`src/rtl/fetch_queue_pkg.sv`:
```
// rtl/fetch_queue_pkg.sv - shared constants for the fetch-to-decode queue
package fetch_queue_pkg;

    localparam logic [31:0] NOP_INST   = 32'h00000013;
    localparam logic [63:0] PMEM_START = 64'h0000_0000_8000_0000;

    function automatic bit depth_ok(input int unsigned depth);
        return (depth >= 2) && ((depth & (depth - 1)) == 0);
    endfunction

endpackage

```
`src/rtl/fetch_queue_if.sv`:
```
// rtl/fetch_queue_if.sv - push (fetch) and pop (decode) signals of the fetch queue
interface fetch_queue_if #(
    parameter int CNT_W = 3
) ();
    logic             flush_i;
    logic             push_valid_i;
    logic [63:0]      pc_i;
    logic [31:0]      inst_i;
    logic             is_compressed_i;
    logic             push_ready_o;
    logic             full_o;
    logic             pop_ready_i;
    logic             valid_o;
    logic [63:0]      pc_o;
    logic [31:0]      inst_o;
    logic             is_compressed_o;
    logic [CNT_W-1:0] count_o;

    modport slave (
        input  flush_i, push_valid_i, pc_i, inst_i, is_compressed_i, pop_ready_i,
        output push_ready_o, full_o, valid_o, pc_o, inst_o, is_compressed_o, count_o
    );

    modport master (
        output flush_i, push_valid_i, pc_i, inst_i, is_compressed_i, pop_ready_i,
        input  push_ready_o, full_o, valid_o, pc_o, inst_o, is_compressed_o, count_o
    );
endinterface

```
`src/rtl/fetch_queue.sv`:
```
// rtl/fetch_queue.sv - fetch-to-decode FIFO with flush; same-cycle bypass under FETCH_QUEUE_BYPASS_EN
module fetch_queue
    import fetch_queue_pkg::*;
#(
    parameter int DEPTH = 4,
    parameter int CNT_W = $clog2(DEPTH + 1)
) (
    input  logic          clock,
    input  logic          reset,
    fetch_queue_if.slave  fq
);
    localparam int PTR_W = $clog2(DEPTH);

    generate
        if (!depth_ok(DEPTH)) begin : g_bad_depth
            $error("fetch_queue DEPTH must be a power of two and at least 2");
        end
    endgenerate

    logic [63:0]      pc_mem   [DEPTH];
    logic [31:0]      inst_mem [DEPTH];
    logic             comp_mem [DEPTH];
    logic [PTR_W-1:0] wr_ptr;
    logic [PTR_W-1:0] rd_ptr;
    logic [CNT_W-1:0] count;

    logic full;
    logic empty;
    logic push_fire;
    logic pop_fire;
    logic bypass;
    logic head_valid;
    logic wr_en;
    logic rd_en;

    assign full      = (count == CNT_W'(DEPTH));
    assign empty     = (count == '0);
    assign push_fire = fq.push_valid_i & ~full;

`ifdef FETCH_QUEUE_BYPASS_EN
    assign bypass = empty & push_fire & ~fq.flush_i;
`else
    assign bypass = 1'b0;
`endif

    assign head_valid = ~empty | bypass;
    assign pop_fire   = fq.pop_ready_i & head_valid;

    // A bypassed entry consumed in the same cycle never touches storage or pointers.
    assign wr_en = push_fire & ~(bypass & fq.pop_ready_i);
    assign rd_en = pop_fire & ~bypass;

    assign fq.push_ready_o = ~full;
    assign fq.full_o       = full;
    assign fq.valid_o      = head_valid;
    assign fq.count_o      = count;

    always_comb begin
        fq.pc_o            = '0;
        fq.inst_o          = NOP_INST;
        fq.is_compressed_o = 1'b0;
        if (!empty) begin
            fq.pc_o            = pc_mem[rd_ptr];
            fq.inst_o          = inst_mem[rd_ptr];
            fq.is_compressed_o = comp_mem[rd_ptr];
        end else if (bypass) begin
            fq.pc_o            = fq.pc_i;
            fq.inst_o          = fq.inst_i;
            fq.is_compressed_o = fq.is_compressed_i;
        end
    end

    always_ff @(posedge clock) begin
        if (reset || fq.flush_i) begin
            wr_ptr <= '0;
            rd_ptr <= '0;
            count  <= '0;
        end else begin
            if (wr_en) begin
                wr_ptr <= wr_ptr + PTR_W'(1);
            end
            if (rd_en) begin
                rd_ptr <= rd_ptr + PTR_W'(1);
            end
            count <= count + CNT_W'(wr_en) - CNT_W'(rd_en);
        end
    end

    // Storage is never reset; the empty mask on the head outputs hides stale entries.
    always_ff @(posedge clock) begin
        if (wr_en && !fq.flush_i && !reset) begin
            pc_mem[wr_ptr]   <= fq.pc_i;
            inst_mem[wr_ptr] <= fq.inst_i;
            comp_mem[wr_ptr] <= fq.is_compressed_i;
        end
    end

endmodule

```
`src/flat_wrapper.sv`:
```
// flat-port wrapper written by rule: the top's interface ports become plain ports
module fetch_queue_flat import fetch_queue_pkg::*;
#(
    parameter int DEPTH = 4,
    parameter int CNT_W = $clog2(DEPTH + 1)
)
  (clock, reset, fq_flush_i, fq_push_valid_i, fq_pc_i, fq_inst_i, fq_is_compressed_i, fq_pop_ready_i, fq_push_ready_o, fq_full_o, fq_valid_o, fq_pc_o, fq_inst_o, fq_is_compressed_o, fq_count_o);
  fetch_queue_if #(.CNT_W(CNT_W)) fq_i ();
  input  logic clock;
  input  logic reset;
  input wire logic [$bits(fq_i.flush_i)-1:0] fq_flush_i;
  input wire logic [$bits(fq_i.push_valid_i)-1:0] fq_push_valid_i;
  input wire logic [$bits(fq_i.pc_i)-1:0] fq_pc_i;
  input wire logic [$bits(fq_i.inst_i)-1:0] fq_inst_i;
  input wire logic [$bits(fq_i.is_compressed_i)-1:0] fq_is_compressed_i;
  input wire logic [$bits(fq_i.pop_ready_i)-1:0] fq_pop_ready_i;
  output wire logic [$bits(fq_i.push_ready_o)-1:0] fq_push_ready_o;
  output wire logic [$bits(fq_i.full_o)-1:0] fq_full_o;
  output wire logic [$bits(fq_i.valid_o)-1:0] fq_valid_o;
  output wire logic [$bits(fq_i.pc_o)-1:0] fq_pc_o;
  output wire logic [$bits(fq_i.inst_o)-1:0] fq_inst_o;
  output wire logic [$bits(fq_i.is_compressed_o)-1:0] fq_is_compressed_o;
  output wire logic [$bits(fq_i.count_o)-1:0] fq_count_o;
  assign fq_i.flush_i = fq_flush_i;
  assign fq_i.push_valid_i = fq_push_valid_i;
  assign fq_i.pc_i = fq_pc_i;
  assign fq_i.inst_i = fq_inst_i;
  assign fq_i.is_compressed_i = fq_is_compressed_i;
  assign fq_i.pop_ready_i = fq_pop_ready_i;
  assign fq_push_ready_o = fq_i.push_ready_o;
  assign fq_full_o = fq_i.full_o;
  assign fq_valid_o = fq_i.valid_o;
  assign fq_pc_o = fq_i.pc_o;
  assign fq_inst_o = fq_i.inst_o;
  assign fq_is_compressed_o = fq_i.is_compressed_o;
  assign fq_count_o = fq_i.count_o;
  fetch_queue #(.DEPTH(DEPTH), .CNT_W(CNT_W)) u_core (.clock(clock), .reset(reset), .fq(fq_i));
endmodule
```
`config.mk`:
```
export PLATFORM = sky130hd
export DESIGN_NAME = fetch_queue_flat
export DESIGN_NICKNAME = d
export VERILOG_FILES = /design/src/rtl/fetch_queue_pkg.sv /design/src/rtl/fetch_queue_if.sv /design/src/rtl/fetch_queue.sv /design/src/flat_wrapper.sv
export SDC_FILE = /design/constraint.sdc
export NUM_CORES = 1
export LEC_CHECK = 0
export CELL_PAD_IN_SITES_DETAIL_PLACEMENT = 1
export CELL_PAD_IN_SITES_GLOBAL_PLACEMENT = 1
export CORE_MARGIN = 2
export CORE_UTILIZATION = 54
export DETAILED_ROUTE_END_ITERATION = 8
export DONT_BUFFER_PORTS = 1
export PLACE_DENSITY = 0.79
export SLEW_MARGIN = 20
export SYNTH_ARGS = -nofsm -noshare
export SYNTH_HDL_FRONTEND = slang
export SYNTH_SLANG_ARGS = --single-unit
```
`constraint.sdc`:
```
create_clock -name clock -period 4.91 [get_ports clock]
set_clock_uncertainty 0.2 [all_clocks]
set_input_delay 1.2275 -clock clock [delete_from_list [all_inputs] [get_ports clock]]
set_output_delay 1.2275 -clock clock [all_outputs]
set_load 0.02 [all_outputs]
```
; After elaboration in Yosys (flattened, before gate mapping)
; Memory sizes are Yosys's and may differ from the RTL's. A register that Yosys moved wholly into a read port is not among the register bits.
; Cells that the tools add are included.
[totals]
in_bits = 102
memories = 3
latch_bits = 0
mem_bits_ro = 0
elab_cells = 32
regBits = 7
mem_bits_rw = 388
[mem_list]
columns = memory, depth, width, rd, rd_ports_with_merged_regs, write_ports, line_no
row1 = u_core.pc_mem, 4, 64, 1, 1, 1, fetch_queue.sv:20  ; logic [63:0] pc_mem [DEPTH];
row2 = u_core.inst_mem, 4, 32, 1, 1, 1, fetch_queue.sv:21  ; logic [31:0] inst_mem [DEPTH];
row3 = u_core.comp_mem, 4, 1, 1, 1, 1, fetch_queue.sv:22  ; logic comp_mem [DEPTH];
[op_classes]
n_reduce_logical = 6
magnitude_cmp = 0
div = 0
n_addsub = 4
n_mul = 0
shifts = 0
n_mux = 11
n_eq_ne = 1
n_bitwise = 4
[ops]
columns = cell, count
row1 = 2-to-1 mux 64 bit, 1
row2 = 2-to-1 mux 32 bit, 1
row3 = 2-to-1 mux 2 bit, 6
row4 = adder 2 x 1 -> 2 bit (second input constant), 2
row5 = adder 3 x 1 -> 3 bit, 1
row6 = == test 3 bit (second input constant), 1
row7 = logical NOT 3 bit, 1
row8 = 2-to-1 mux 1 bit, 3
row9 = subtractor 3 x 1 -> 3 bit, 1
row10 = AND 1 bit, 2
row11 = logical AND 1 bit, 2
row12 = logical NOT 1 bit, 2
row13 = inverter 1 bit, 2
row14 = logical OR 1 bit, 1

; Depth between registers and ports, before layout
; Gate-level depths: netlist of run 1.
[logic_depth]
ltp_word = 7
mapped_depth = 9

; Worst setup path after synthesis of run 1
; Ideal clock, no wire load.
[synth_timing]
path_kind = input -> register
from = input fq_flush_i
to = memory u_core.comp_mem[0], enable pin
setup_slack_ps = 276
arrival_time_ps = 3968
path_stages = 3
required_time_ps = 4243
cell_sequence = nor2_1 > clkbuf_1 > and3_1
[synth_between]
elab_chain_len = 5
[synth_lines]
columns = element, line_no
row1 = start: declaration, flat_wrapper.sv:11  ; input wire logic [$bits(fq_i.flush_i)-1:0] fq_flush_i;
row2 = logical NOT 1 bit, fetch_queue.sv:91  ; if (wr_en && !fq.flush_i && !reset) begin
row3 = logical AND 1 bit (2 in series), fetch_queue.sv:91
row4 = 2-to-1 mux 1 bit, fetch_queue.sv:91
row5 = 2-to-1 mux 1 bit (implied by the code), fetch_queue.sv:94  ; comp_mem[wr_ptr] <= fq.is_compressed_i;
row6 = end: declaration, fetch_queue.sv:22
; Every way passes these cells.

==> results of run 1 <==
[power groups by stage]
stage / clock network, mW / registers, mW / logic (mW)
floorplan: 0 / 3.86 / 0.548
global placement: 0 / 3.87 / 0.639
detailed placement: 0 / 3.88 / 0.654
CTS: 3.16 / 3.81 / 0.662
global route: 3.27 / 3.81 / 0.694
finish: 3.09 / 3.81 / 0.646
[per-stage QoR]
step / area (um2) / total power [mW] / util / worst slack (ns)
global placement: 15600 / 4.51 / 0.563 / 1.39
global route: 17000 / 7.78 / 0.612 / 0.698
CTS: 17000 / 7.63 / 0.612 / 0.831
floorplan: 15100 / 4.41 / - / 0.276
detailed placement: 15600 / 4.53 / 0.563 / 1.28
finish: 17000 / 7.54 / 0.612 / 0.920
[sequential cells by signal (all words and copies together) (netlist names), named ones only]
name	cells
u_core.pc_mem	256
u_core.comp_mem	4
u_core.rd_ptr	2
u_core.inst_mem	128
u_core.wr_ptr	2
u_core.fq.count_o	3
[metal layers]
metal	vias to the layer above	track usage
li1	2764	-
met1	3467	0.264
met2	246	0.345
met3	45	0.0752
met4	0	0.0586
met5	-	0
[final timing paths]
kind / start / end / slack, ns / depth (start not counted)
max: register / fq_pc_o[40] / 0.92 / 3
min: u_core.rd_ptr[0] / u_core.rd_ptr[0] / 0.31 / 2
min reg2reg: u_core.rd_ptr[0] / u_core.rd_ptr[0] / 0.31 / 2
max reg2reg: u_core.fq.count_o[1] / u_core.inst_mem[3][31] / 1.83 / 4
[layout make-up]
type / instances / area [um2]
Timing Repair Buffer: 14 / 180
Tap cell: 378 / 473
Inverter: 8 / 30.0
Clock inverter: 21 / 236
Fill cell: 2230 / 10700
Sequential cell: 397 / 11800
Multi-Input combinational cell: 228 / 3070
Clock buffer: 53 / 1130
[worst max-delay path, delay by kind of cell, from the launching register on]
family | cells | cell delay [ns]
buffers and inverters | 1 | 0.36
flip-flops | 1 | 0.77
multiplexers | 1 | 0.59
AND/OR/NAND/NOR | 1 | 0.26
[kinds of logic after synthesis]
| logic type | Yosys count | synth area share |
|---|---|---|
| simple gates | 116 | 0.0472 |
| compound gates | 4 | 0.00157 |
| flops | 397 | 0.782 |
| buf+inv | 42 | 0.0159 |
| mux | 98 | 0.145 |
| xor+xnor | 3 | 0.00174 |
| fa+ha+maj | 7 | 0.00629 |
[layout by cell type (no fill, tap or decap), drive strengths merged]
master and instances:
buf 14, xor2 1, xnor2 2, nor3 3, clkbuf 53, bufinv 5, nand4 1, fa 1
edfxtp 388, nand4b 1, or2 3, ha 6, clkinv 15, or3b 1, mux4 97, nand2 4
inv 9, and2 98, o21ai 3, mux2i 1, and3 4, dfxtp 9, o311ai 1, nor2 1
==> impl_metrics.py, run 1 <==
metrics = {
    "run_status": {
        "outcome": "finished clean",
    },
    "logic_synthesis": {
        "ys.flop_type": "edfxtp_1",
        "synth.net_count": 776,
        "synth_top_area_cell": "edfxtp_1",
        "netlist_instances": 667,
        "yosysTopAreaCellShare": 0.770,
        "synth_area_per_cell_um2": 22.7,
        "yosys-top-cells-area": "edfxtp_1, mux4_2, and2_1",
        "ys_seq_area_frac": 0.782,
        "yosysUniqueCellTypes": 25,
        "ys_warn_count": 0,
        "synth_edf_count": 388,
        "yosys-top-cells-count": "edfxtp_1, and2_1, mux4_2, clkbuf_1, buf_2",
        "synth_most_common_cell": "edfxtp_1",
        "async_flop_share": 0,
        "ys_ff_latch": 397,
        "syn-cell-area_um2": 15100,
    },
    "placed_design": {
        "port_buffers": 0,
        "dp_hpwl_um": 18100,
        "gp_congestion": 0.748,
        "dp_cells": 1025,
    },
    "timing": {
        "max-slew-margin-rel": 0.427,
        "rsz0062_at_grt": "no",
        "fmax_mhz": 251,
        "finalHoldViolCount": 0,
        "holdWs_ns": 0.309,
        "post-route-period-util": 0.813,
        "setup_viol": 0,
        "fin_tns_setup_ns": 0,
        "finalCriticalPeriod_ns": 3.99,
        "slew_violations": 0,
        "tightest_slew_ns": 0.859,
    },
    "min_path": {
        "hp-class": "reg2reg",
    },
    "clock_network": {
        "htreeDepth": 2,
        "cts_hold_buf": 0,
        "cts-resized-gates": 0,
        "cts_sinks": 397,
        "cts_made_buffers": 40,
        "worst_skew_pair.late_latency_ns": 0.52,
        "cts_max_path_buffers": 3,
        "cts_tree": "yes",
        "cts_setup_buffers": 0,
        "clk_pin_slew_ns": 0.06,
        "cts_root_buf": "clkbuf_16",
    },
    "drt": {
        "first_pass_iters": 5,
        "ant_nets": 0,
        "routed-wl-met2_um": 15100,
        "vias_per_cell": 5.93,
        "finalWirelength_um": 30100,
        "routedWlPerCell_um": 27.3,
        "wl_met3_um": 2770,
        "wl_met1_um": 11600,
        "drc": 0,
        "vias": 6522,
        "drt_iter0_drc": 469,
        "routed.top_layer": "met4",
    },
    "flow_run": {
        "maxCapViolCount": 0,
    },
    "global_route": {
        "grt_pass1_wl_um": 44600,
        "antenna_found_initial": 0,
        "grt_overflow": 0,
        "grt_pass1_vias": 7211,
        "track_usage": 0.209,
        "grt_max_degree": 67,
    },
    "floorplan": {
        "die_y_um": 171,
        "io_pins": 205,
        "initial_core_util": 0.546,
        "die_w_um": 171,
        "coreArea_um2": 27700,
        "dieArea_um2": 29400,
        "rows": 61,
    },
    "power": {
        "p_leak_nw": 5.24,
        "netSwitchingFraction": 0.224,
        "power.share.clock": 0.409,
        "vdd_drop_max_mv": 0.311,
        "pwr-share-comb": 0.086,
        "seqPwrFrac": 0.505,
        "intPower_mw": 5.85,
        "p_per_area_nw_per_um2": 445,
        "p_switching_mw": 1.69,
    },
    "setup_path": {
        "crit_chain": "buf_12, mux4_2, and2_1",
        "worstSetupEndpointType": "output pin",
        "crit_type": "reg2out",
        "required_ns": 3.48,
        "worstPathMaxFanout": 38,
        "critical_path.max_stage_delay_ns": 0.77,
        "crit_slowest_cell": "dfxtp_4",
        "startpoint_type": "register",
        "crit_arrival_ns": 2.56,
    },
    "cells_and_area": {
        "fin_nets": 798,
        "synthToLayoutAreaGrowth_pct": 12.2,
        "layout-drive-gt1-share": 0.247,
        "instances_no_fill": 1099,
        "diodes": 0,
    },
}
Note: power is estimated with default switching activity, not from simulation.
==> run 2, diff against run 1 <==
Settings changed: CORE_UTILIZATION 54 to 50, PLACE_DENSITY 0.79 to 0.77.
Clock period 4.91 ns to 3.4 ns, I/O delays scaled along.
==> run 2 against run 1 <==
Net effect:
- critical path type unchanged
- worst hold slack got worse by 0.094 ns
- register-to-register slack got worse by 1.3 ns
- cell count rose by 1.4%
- wire length rose by 0.36%
==> impl_metrics.py, run 2 (synthesis results as in run 1) <==
metrics = {
    "setup_path": {
        "crit_arrival_ns": 2.19,
        "crit_path_end": "fq_inst_o[1]",
        "startpoint_type": "register",
        "crit_type": "reg2out",
        "reg2reg_depth": 9,
        "worstSetupEndpointType": "output pin",
        "required_ns": 2.35,
        "reg2reg_from": "u_core.fq.count_o[2]",
        "rrSetupSlack_ns": 0.58,
        "r2r-end": "u_core.fq.count_o[2]",
        "worstPathMaxFanout": 51,
    },
    "global_route": {
        "grt_pass1_wl_um": 45300,
        "grt_pass1_vias": 7316,
        "grt_max_degree": 56,
        "track_usage": 0.195,
        "grt_overflow": 0,
        "antenna_found_initial": 0,
    },
    "cells_and_area": {
        "n_fill_cell": 2437,
        "synthToLayoutAreaGrowth_pct": 12.2,
        "layout_commonest_cell": "edfxtp_1",
        "final_area_um2": 17000,
        "diodes": 0,
        "layout-drive-gt1-share": 0.239,
        "instances_no_fill": 1114,
        "fin_nets": 802,
        "final_cell_mix": "edfxtp_1, and2_1, mux4_2",
        "reg.largest.list": "u_core.pc_mem (256), u_core.inst_mem (128), u_core.comp_mem (4)",
        "regMostFlops": "u_core.pc_mem",
        "largest_reg_flops": 256,
    },
    "placed_design": {
        "dp_cells": 1040,
        "dp_hpwl_um": 18500,
        "pre_cts_ws_ns": 0.302,
        "gp_congestion": 0.747,
        "dpl_cell_area_um2": 15700,
        "port_buffers": 0,
    },
    "drt": {
        "vias_per_cell": 5.84,
        "ant_nets": 0,
        "first_pass_iters": 7,
        "finalWirelength_um": 30200,
        "drt_iter0_drc": 591,
        "vias": 6503,
        "routedWlPerCell_um": 27.1,
        "drc": 0,
    },
    "floorplan": {
        "die_w_um": 178,
        "initial_core_util": 0.509,
        "coreArea_um2": 29700,
        "io_pins": 205,
        "dieArea_um2": 31700,
        "rows": 63,
        "die_y_um": 178,
    },
    "timing": {
        "slew_violations": 0,
        "fin_tns_setup_ns": 0,
        "finalHoldViolCount": 0,
        "tightest_slew_ns": 0.749,
        "post-route-period-util": 0.953,
        "fmax_mhz": 308,
        "rsz0062_at_grt": "no",
        "max-slew-margin-rel": 0.499,
        "setup_viol": 0,
        "setup_ws_ns": 0.158,
        "finalCriticalPeriod_ns": 3.24,
    },
    "power": {
        "p_per_area_nw_per_um2": 631,
        "vdd_drop_max_mv": 0.535,
        "p_leak_nw": 5.22,
        "power_mw": 10.7,
    },
    "clock_network": {
        "htreeDepth": 2,
        "clk_pin_slew_ns": 0.06,
        "cts-resized-gates": 2,
        "cts_setup_buffers": 0,
        "cts_max_path_buffers": 3,
        "cts_sinks": 397,
        "cts_tree": "yes",
        "cts_root_buf": "clkbuf_16",
        "cts_made_buffers": 41,
        "worst_skew_pair.late_latency_ns": 0.51,
        "cts_hold_buf": 0,
    },
    "run_status": {
        "outcome": "finished clean",
    },
    "flow_run": {
        "maxCapViolCount": 0,
    },
    "min_path": {
        "hp-class": "in2reg",
    },
}
run 2: worst min path at each step:
stage                     start                    to  cells past startpoint
2_1_floorplan  u_core.rd_ptr[0]              register                      2
3_3_place_gp   u_core.rd_ptr[0]      u_core.rd_ptr[0]                      2
3_5_place_dp   u_core.rd_ptr[0]              register                      2
4_1_cts                   reset  u_core.fq.count_o[2]                      1
5_1_grt             fq_pc_i[43]  u_core.pc_mem[2][43]                      0
6_report            fq_pc_i[15]  u_core.pc_mem[1][15]                      0
run 2: final cells by class:
class	count	area (um2)	share of cell area
flip-flops and latches	397	11800	0.697
multi-input cells	228	3080	0.181
inverters	8	32.5	0.00192
clock inverters	21	173	0.0102
repair buffers	17	253	0.0149
clock buffers	53	1110	0.0656
well taps	390	488	0.0287
run 2: power by group:
part | internal, mW | switching (mW)
Combinational | 0.300 | 0.702
Clock | 2.53 | 1.72
Sequential | 5.45 | 0.0227
run 2: routing by layer:
layer  track usage  vias to the layer above  part of all wire  wire length [um]
li1              -                     2761                 -                 -
met1         0.252                     3418              0.38             11500
met2         0.311                      286              0.49             14800
met3        0.0793                       38              0.11              3320
met4        0.0468                        0             0.018               536
met5       0.00160                        -                 0                 0
run 2: metrics by stage:
step | util | hold WS [ns]
final | 0.571 | 0.216
after global routing | 0.571 | 0.190
after CTS | 0.571 | 0.197
after detailed placement | 0.528 | 0.299
after global placement | 0.528 | 0.276
after floorplan | - | 0.257
run 2: worst max-delay path, cell delays in order (launching register included):
cell	delay [ns]
dfxtp_4	0.37
buf_12	0.35
mux4_2	0.57
or2_1	0.32
